$ cat src/rtl/sum_align_buffer_if.sv
// Stream bundle for the partial-sum alignment buffer. The Y word enters on the
// in_* side with a valid/ready handshake. The aligned word leaves on the out_* side.
interface sum_align_buffer_if #(
    parameter int DATA_W = 32
);
    logic              in_valid;
    logic [DATA_W-1:0] in_data;
    logic              in_ready;
    logic              out_valid;
    logic [DATA_W-1:0] out_data;

    // Producer of Y values and consumer of the aligned output
    modport master (
        output in_valid,
        output in_data,
        input  in_ready,
        input  out_valid,
        input  out_data
    );

    // The delay line itself
    modport slave (
        input  in_valid,
        input  in_data,
        output in_ready,
        output out_valid,
        output out_data
    );
endinterface

$ cat src/rtl/sum_align_buffer.sv
// Stallable, reconfigurable delay line. It holds the incoming partial sum Y while
// the multiplier works, so that Y reaches the FP adder aligned with A*B.
// Each stage carries a valid tag. The output is taken from the stage selected by
// cur_delay. Before a new delay takes effect, the FSM drains the entries that
// are in flight, so no word leaves with the wrong latency.
module sum_align_buffer #(
    parameter int DATA_W        = 32,
    parameter int MAX_DEPTH     = 16,
    parameter int DEFAULT_DELAY = 14
) (
    input  logic                           clock,
    input  logic                           resetn,
    input  logic                           en,
    input  logic                           flush,
    input  logic                           cfg_load,
    input  logic [$clog2(MAX_DEPTH+1)-1:0] cfg_delay,
    output logic [$clog2(MAX_DEPTH+1)-1:0] cur_delay,
    output logic [$clog2(MAX_DEPTH+1)-1:0] inflight,
    sum_align_buffer_if.slave              bus
);
    localparam int DLY_W = $clog2(MAX_DEPTH + 1);

    typedef enum logic {
        ST_RUN,
        ST_DRAIN
    } state_t;

    state_t            state;
    state_t            state_next;
    logic [DLY_W-1:0]  pend;
    logic [DLY_W-1:0]  pend_next;
    logic [DLY_W-1:0]  cur_delay_next;
    logic              reconfig;

    logic [MAX_DEPTH:1] vld;
    logic [DATA_W-1:0]  data [1:MAX_DEPTH];

    logic              acc;
    logic              tap_vld;
    logic [DATA_W-1:0] tap_data;

    // A request of 0 becomes 1, and a request deeper than the line becomes MAX_DEPTH
    function automatic logic [DLY_W-1:0] clamp_delay(input logic [DLY_W-1:0] d);
        if (d == '0)
            return DLY_W'(1);
        else if (d > DLY_W'(MAX_DEPTH))
            return DLY_W'(MAX_DEPTH);
        else
            return d;
    endfunction

    assign bus.in_ready = (state == ST_RUN);
    assign acc          = bus.in_valid & bus.in_ready;

    assign tap_vld       = vld[cur_delay];
    assign tap_data      = data[cur_delay];
    assign bus.out_valid = tap_vld;
    assign bus.out_data  = tap_vld ? tap_data : '0;

    // Run/drain sequencing. It only moves on cycles where the pipeline advances
    always_comb begin
        state_next     = state;
        pend_next      = pend;
        cur_delay_next = cur_delay;
        reconfig       = 1'b0;
        if (en) begin
            case (state)
                ST_RUN: begin
                    if (cfg_load) begin
                        pend_next  = clamp_delay(cfg_delay);
                        state_next = ST_DRAIN;
                    end
                end
                ST_DRAIN: begin
                    if (cfg_load)
                        pend_next = clamp_delay(cfg_delay);
                    if (inflight == '0) begin
                        cur_delay_next = pend_next;
                        reconfig       = 1'b1;
                        state_next     = ST_RUN;
                    end
                end
                default: state_next = ST_RUN;
            endcase
        end
    end

    // Control registers: FSM state, pending/active delay and in-flight count
    always_ff @(posedge clock or negedge resetn) begin
        if (!resetn) begin
            state     <= ST_RUN;
            pend      <= DLY_W'(DEFAULT_DELAY);
            cur_delay <= DLY_W'(DEFAULT_DELAY);
            inflight  <= '0;
        end else begin
            state     <= state_next;
            pend      <= pend_next;
            cur_delay <= cur_delay_next;
            if (flush || reconfig)
                inflight <= '0;
            else if (en)
                inflight <= inflight + {{(DLY_W-1){1'b0}}, acc}
                                     - {{(DLY_W-1){1'b0}}, tap_vld};
        end
    end

    // Valid tags shift with the data. A flush or a reconfiguration wipes them all
    always_ff @(posedge clock or negedge resetn) begin
        if (!resetn) begin
            vld <= '0;
        end else if (flush || reconfig) begin
            vld <= '0;
        end else if (en) begin
            vld <= {vld[MAX_DEPTH-1:1], acc};
        end
    end

    // Data words shift whenever the pipeline advances. Flush leaves them alone
    always_ff @(posedge clock or negedge resetn) begin
        if (!resetn) begin
            for (int k = 1; k <= MAX_DEPTH; k++)
                data[k] <= '0;
        end else if (en) begin
            data[1] <= bus.in_data;
            for (int k = 2; k <= MAX_DEPTH; k++)
                data[k] <= data[k-1];
        end
    end
endmodule
$ cat src/flat_wrapper.sv
// flat-port wrapper written by rule: the top's interface ports become plain ports
module sum_align_buffer_flat 
#(
    parameter int DATA_W        = 32,
    parameter int MAX_DEPTH     = 16,
    parameter int DEFAULT_DELAY = 14
)
  (clock, resetn, en, flush, cfg_load, cfg_delay, cur_delay, inflight, bus_in_valid, bus_in_data, bus_in_ready, bus_out_valid, bus_out_data);
  sum_align_buffer_if #(.DATA_W(DATA_W)) bus_i ();
  input  logic clock;
  input  logic resetn;
  input  logic en;
  input  logic flush;
  input  logic cfg_load;
  input  logic [$clog2(MAX_DEPTH+1)-1:0] cfg_delay;
  output logic [$clog2(MAX_DEPTH+1)-1:0] cur_delay;
  output logic [$clog2(MAX_DEPTH+1)-1:0] inflight;
  input wire logic [$bits(bus_i.in_valid)-1:0] bus_in_valid;
  input wire logic [$bits(bus_i.in_data)-1:0] bus_in_data;
  output wire logic [$bits(bus_i.in_ready)-1:0] bus_in_ready;
  output wire logic [$bits(bus_i.out_valid)-1:0] bus_out_valid;
  output wire logic [$bits(bus_i.out_data)-1:0] bus_out_data;
  assign bus_i.in_valid = bus_in_valid;
  assign bus_i.in_data = bus_in_data;
  assign bus_in_ready = bus_i.in_ready;
  assign bus_out_valid = bus_i.out_valid;
  assign bus_out_data = bus_i.out_data;
  sum_align_buffer #(.DATA_W(DATA_W), .MAX_DEPTH(MAX_DEPTH), .DEFAULT_DELAY(DEFAULT_DELAY)) u_core (.clock(clock), .resetn(resetn), .en(en), .flush(flush), .cfg_load(cfg_load), .cfg_delay(cfg_delay), .cur_delay(cur_delay), .inflight(inflight), .bus(bus_i));
endmodule
$ cat config.mk
export PLATFORM = sky130hd
export DESIGN_NAME = sum_align_buffer_flat
export DESIGN_NICKNAME = d
export VERILOG_FILES = /design/src/rtl/sum_align_buffer_if.sv /design/src/rtl/sum_align_buffer.sv /design/src/flat_wrapper.sv
export SDC_FILE = /design/constraint.sdc
export NUM_CORES = 1
export LEC_CHECK = 0
export BUFFER_PORTS_ARGS = -buffer_cell sky130_fd_sc_hd__buf_2
export CORE_UTILIZATION = 56
export DETAILED_ROUTE_END_ITERATION = 8
export PLACE_DENSITY = 0.8
export SLEW_MARGIN = 20
export SYNTH_ARGS = -nofsm -noshare
export SYNTH_HDL_FRONTEND = slang
export SYNTH_SLANG_ARGS = --single-unit
$ cat constraint.sdc
create_clock -name clock -period 3.8 [get_ports clock]
set_clock_uncertainty 0.15 [all_clocks]
set_input_delay 0.38 -clock clock [delete_from_list [all_inputs] [get_ports clock]]
set_output_delay 0.38 -clock clock [all_outputs]
set_load 0.005 [all_outputs]
* Word level (Yosys, flattened, before mapping)
Index checks and enable logic that the tools add are counted.
Storage, ports and cells: register bits after elaboration 544, input bits 43, output and inout bits 44, logic and storage cells 53
Cells by class: $add $sub $neg 2, order comparisons 3, muxes and demuxes 19, bitwise operators 3, reduce and logical (&&, ||, !) cells 5
Operators by type and width (count):
- 32-bit binary-select mux with 5-bit select | 1
- 32-bit 2-to-1 mux | 3
- 16-bit 2-to-1 mux | 2
- 5-bit 2-to-1 mux | 5
- 5-bit zero test | 2
- 6-bit >= comparator, second input constant | 1
- 5-bit by 6-bit less-than comparator with 1-bit output, second input constant | 1
- 1-bit 2-to-1 mux | 6
- 5-bit inverter with 6-bit output | 1
- 5-bit by 1-bit adder with 5-bit output | 1
- 1-bit binary-select mux with 5-bit select | 1
- 5-bit greater-than comparator, second input constant | 1
- 5-bit by 1-bit subtractor with 5-bit output | 1
- 3-bit AND reduction | 1
- 1-bit one-hot mux with 2 select lines | 1
- 2-bit nonzero test | 1
- 1-bit AND | 1
- 1-bit logical OR | 1
- 1-bit inverter | 1

* Longest topological paths before layout
depth after elaboration 6, mapped depth 18, mapped depth without buffers 15

* Least setup slack after synthesis
Ideal clock, no wire load.
kind register to register, from register u_core.cur_delay[1], to register u_core.inflight[4], library setup time 0.125 ns, data arrival time 3.623 ns, required time 3.525 ns, path slack -0.097 ns, cell stages (with the launch flop) 19, path buffers 3, period minus slack after synthesis 3.897 ns, path through dfstp_2 buf_2 nand2b_1 clkbuf_1 a211oi_1 nor2_1 a221oi_4 buf_6 inv_2 ha_1 inv_1 ha_1 inv_1 fa_1 nand2b_1 a21oi_1 o21ai_0 a21boi_0 mux2_2
On the way: cells in the longest elaborated chain, start to end 5
RTL lines:
- start: declaration | line sum_align_buffer.sv:17 | output logic [$clog2(MAX_DEPTH+1)-1:0] cur_delay,
- start signal: assignment | line sum_align_buffer.sv:93 | cur_delay <= DLY_W'(DEFAULT_DELAY);
- start signal: assignment | line sum_align_buffer.sv:98 | cur_delay <= cur_delay_next;
- 1-bit binary-select mux with 5-bit select | line sum_align_buffer.sv:55 | assign tap_vld = vld[cur_delay];
- 1-bit 2-to-1 mux (not written as such) | line sum_align_buffer.sv:55
- named net bus_out_valid | line flat_wrapper.sv:21 | output wire logic [$bits(bus_i.out_valid)-1:0] bus_out_valid;
- 5-bit by 1-bit subtractor with 5-bit output | line sum_align_buffer.sv:103 | - {{(DLY_W-1){1'b0}}, tap_vld};
- 5-bit 2-to-1 mux | line sum_align_buffer.sv:101 | else if (en)
- 5-bit 2-to-1 mux | line sum_align_buffer.sv:99 | if (flush || reconfig)
- end signal: assignment | line sum_align_buffer.sv:102 | inflight <= inflight + {{(DLY_W-1){1'b0}}, acc}
- end: declaration | line sum_align_buffer.sv:18 | output logic [$clog2(MAX_DEPTH+1)-1:0] inflight,
The timed path passes the listed nets, and every way through them passes these cells. The select of a mux whose other input is x is not followed. A chain may end at the register's enable or synchronous reset.

* Final worst setup path
from register u_core.cur_delay[0], to register u_core.inflight[4]
On the way: cells in the longest elaborated chain, start to end 5
RTL lines (line):
- 1-bit binary-select mux with 5-bit select | sum_align_buffer.sv:55
- 1-bit 2-to-1 mux (not written as such) | sum_align_buffer.sv:55
- 5-bit by 1-bit subtractor with 5-bit output | sum_align_buffer.sv:103
- 5-bit 2-to-1 mux | sum_align_buffer.sv:101
- 5-bit 2-to-1 mux | sum_align_buffer.sv:99
No other way between the ends. The select of a mux whose other input is x is not followed.

==> impl_metrics.csv <==
group,metric,value,unit
run_status,status,"finished clean",
finish,nFillCells,3046,
finish,drive_gt1_share,48.2,%
timing,tightest_slew,1.08,ns
min_path,hold_path_class,"input port to register",
route,post_drt_wl_per_cell,21.0,um
die,rows,76,
synth,syn_nets,1835,
synth,synth_top_cell_by_area,"dfrtp_1",
placement,pre_cts_ws,0.113,ns
worst_setup_path,criticalPathCategory,"register to register",
worst_setup_path,crit_start,"u_core.cur_delay[0]",
synth,ys_types,43,
worst_setup_path,cp_data_required_time,4.12,ns
clock_network,cts_tree,"done",
pwr,p_leak,11.9,nW
finish,areaGrowthSynthToFinish,13.0,%
timing,finalHoldViolations,0,
synth,synthFlopType,"dfrtp_1",
timing,fin_ws,0.126,ns
worst_setup_path,cp-end-kind,"register",
global_route,met2_usage,37.1,%
synth,synthArstFlopShare,100,%
synth,yosysSeqAreaShare,54.6,%
worst_setup_path,cp.arrival,3.99,ns
synth,yosysWarningCount,0,
finish,final_cell_mix,"643 x mux2_2, 537 x dfrtp_1, 84 x buf_2, 69 x o21ai_0, 55 x clkbuf_16",
route,dr.pass1.iters,5,
global_route,grt_overflow,0,
global_route,grt_use_met1,35.8,%
placement,hpwlAfterDp,29600,um
die,initial_core_util,57.4,%
synth,syn_inst,1785,
timing,hold_slack,0.0330,ns
timing,setup_tns,0,ns
worst_setup_path,cp_cell_sequence,"buf_4 > mux2i_1 > mux4_2 > nor3_4 > a221oi_4 > inv_2 > ha_1 > inv_1 > ha_1 > inv_1 > fa_2 > nand2b_4 > a21oi_2 > o21ai_0 > a21boi_1 > mux2_2",
die,core-area,0.0435,sq mm
synth,synth_edf_count,0,
synth,ys_ff_latch,544,
clock_network,clock_latency,0.59,ns
timing,post-route-min-period,3.67,ns
worst_setup_path,cpPeakStageDelay,0.57,ns
global_route,grt_pass1_vias,15600,
global_route,grt_pass1_wl,85800,um
timing,fmax,0.272,GHz
synth,synth_top_area_share,54.0,%
pwr,ir_worst_vdd,0.634,mV
global_route,grt_use_met3,3.35,%
finish,final_util,64.9,%
clock_network,ctsLongestPathBuffers,3,
route,routed_wl,52400,um
finish,layout_commonest_cell,"mux2_2",
die,io_pins,87,
finish,stdcell_area,0.0282,sq mm
finish,fin_cells,2496,
global_route,grt-busiest-layer,"met2",
clock_network,cts_max_level,2,
route,avgViaCountPerCell,6.03,
synth,postSynthAreaPerCell,14.0,sq um
worst_setup_path,critPathLaunchType,"register",
pwr,p_per_area,805,mW/mm^2
timing,maxSlewViolCount,0,
worst_setup_path,cp_slowest_cell,"dfrtp_4",
finish,diodes,0,
die,die_width,213,um
route,vias,15100,
synth,netlist_area,0.0249,sq mm
global_route,grt_max_degree,151,
die,die_area,0.0454,sq mm
placement,dp_cells,2357,
placement,io_buffers,86,
timing,setup_viol,0,
min_path,hold_start,"cfg_load",
placement,place_congestion,0.785,
clock_network,clk_pin_slew_worst_paths,0.06,ns
worst_setup_path,timing.rr.start,"u_core.cur_delay[0]",
timing,period_share,96.7,%
finish,layout.nets,1922,
placement,post_dp_cell_area,0.0259,sq mm
global_route,antenna_found_initial,0,
route,drc,0,
worst_setup_path,cp_max_fo,12,
job,cap_violations,0,
clock_network,numCtsBuffers,54,
synth,synth_area_leaders,"dfrtp_1 54%, mux2_2 29%, mux4_2 3.1%",
global_route,track_usage,24.1,%
clock_network,cts.sinks,544,
timing,relSlewSlack,27.8,%
pwr,power,22.7,mW
die,die_h,213,um
clock_network,cts-root-buf,"clkbuf_16",
route,ant_nets,0,
route,drtIter0Drc,932,
routing by layer:
layer / vias to the layer above / part of all wire, %
met5: - / 0
met4: 0 / 1.8
met3: 75 / 4.4
met2: 289 / 47
met1: 7934 / 47
li1: 6758 / -
power by group:
part           total [mW]  internal (mW)  switching [mW]  leakage, nW
registers            9.61           7.97            1.64         6.53
logic                7.72           4.15            3.57         4.47
clock network        5.36           3.17            2.19        0.892
total                22.7           15.3            7.40         11.9
worst paths after layout:
path / endpoint / slack (ns) / depth (start not counted)
max: u_core.inflight[4] / 0.13 / 16
min: u_core.cur_delay[4] / 0.03 / 3
max reg2reg: u_core.inflight[4] / 0.13 / 16
min reg2reg: u_core.pend[3] / 0.34 / 2
max in group asynchronous: u_core.data[442] / 2.24 / 3
min in group asynchronous: u_core.data[487] / 0.24 / 2
flip-flops by register name, summed over array words and instances, names as in the netlist:
| name | cells |
|---|---|
| u_core.data | 512 |
| u_core.vld | 16 |
| u_core.cur_delay | 5 |
| u_core.inflight | 5 |
| u_core.pend | 5 |
| u_core.state | 1 |
logic make-up (layout without fill, tap and decap cells):
| logic type | Yosys count | after routing | synth area share [%] |
|---|---|---|---|
| AOI/OAI and AO/OA | 231 | 231 | 6.34 |
| xor gates and xnor gates | 1 | 1 | 0.0351 |
| adders and majority gates | 7 | 7 | 0.381 |
| buffers and inverters | 147 | 273 | 2.77 |
| DFF | 544 | 544 | 54.6 |
| muxes | 681 | 681 | 32.3 |
| and+or+nand+nor | 174 | 174 | 3.59 |
final cells by class:
type / count / area [sq um] / share of cell area (%)
clock buffers: 75 / 1550 / 5.51
inverters: 12 / 45.0 / 0.160
flip-flops and latches: 544 / 13600 / 48.4
well taps: 585 / 732 / 2.60
repair buffers: 166 / 1330 / 4.71
clock inverters: 20 / 233 / 0.826
multi-input cells: 1094 / 10700 / 37.8
critical path, delay by kind of cell, from the launching register on:
family / cells / cell delay [ns]
fa+ha+maj: 3 / 0.75
buf+inv: 4 / 0.37
flops: 1 / 0.57
mux: 3 / 0.95
compound gates: 4 / 0.44
simple gates: 2 / 0.32
synth_stat cells (3+ instances only):
master      n
mux2_2    643
dfrtp_1   538
o21ai_0    71
clkbuf_1   64
buf_2      54
nand2_1    43
nor2b_1    37
nor3_1     35
mux4_2     34
a211oi_1   33
a221oi_1   32
a22oi_1    32
nor2_1     32
o22ai_1    32
a22o_1     18
inv_1      11
nor2_2      9
buf_6       8
nand2b_1    7
a21oi_1     6
dfstp_2     6
ha_1        6
buf_1       5
mux2i_1     4
a31oi_1     3
buf_4       3
or2_2       3
timing repair:
item / 4_1_cts / 5_1_grt
hold endpoints to repair: 125 / 0
hold buffers: 40 / 0
cloned: 1 / 0
setup endpoints to repair: 17 / 11
setup buffers: 0 / 3
resized for setup: 5 / 7
Power figures use the tool's default switching activity.
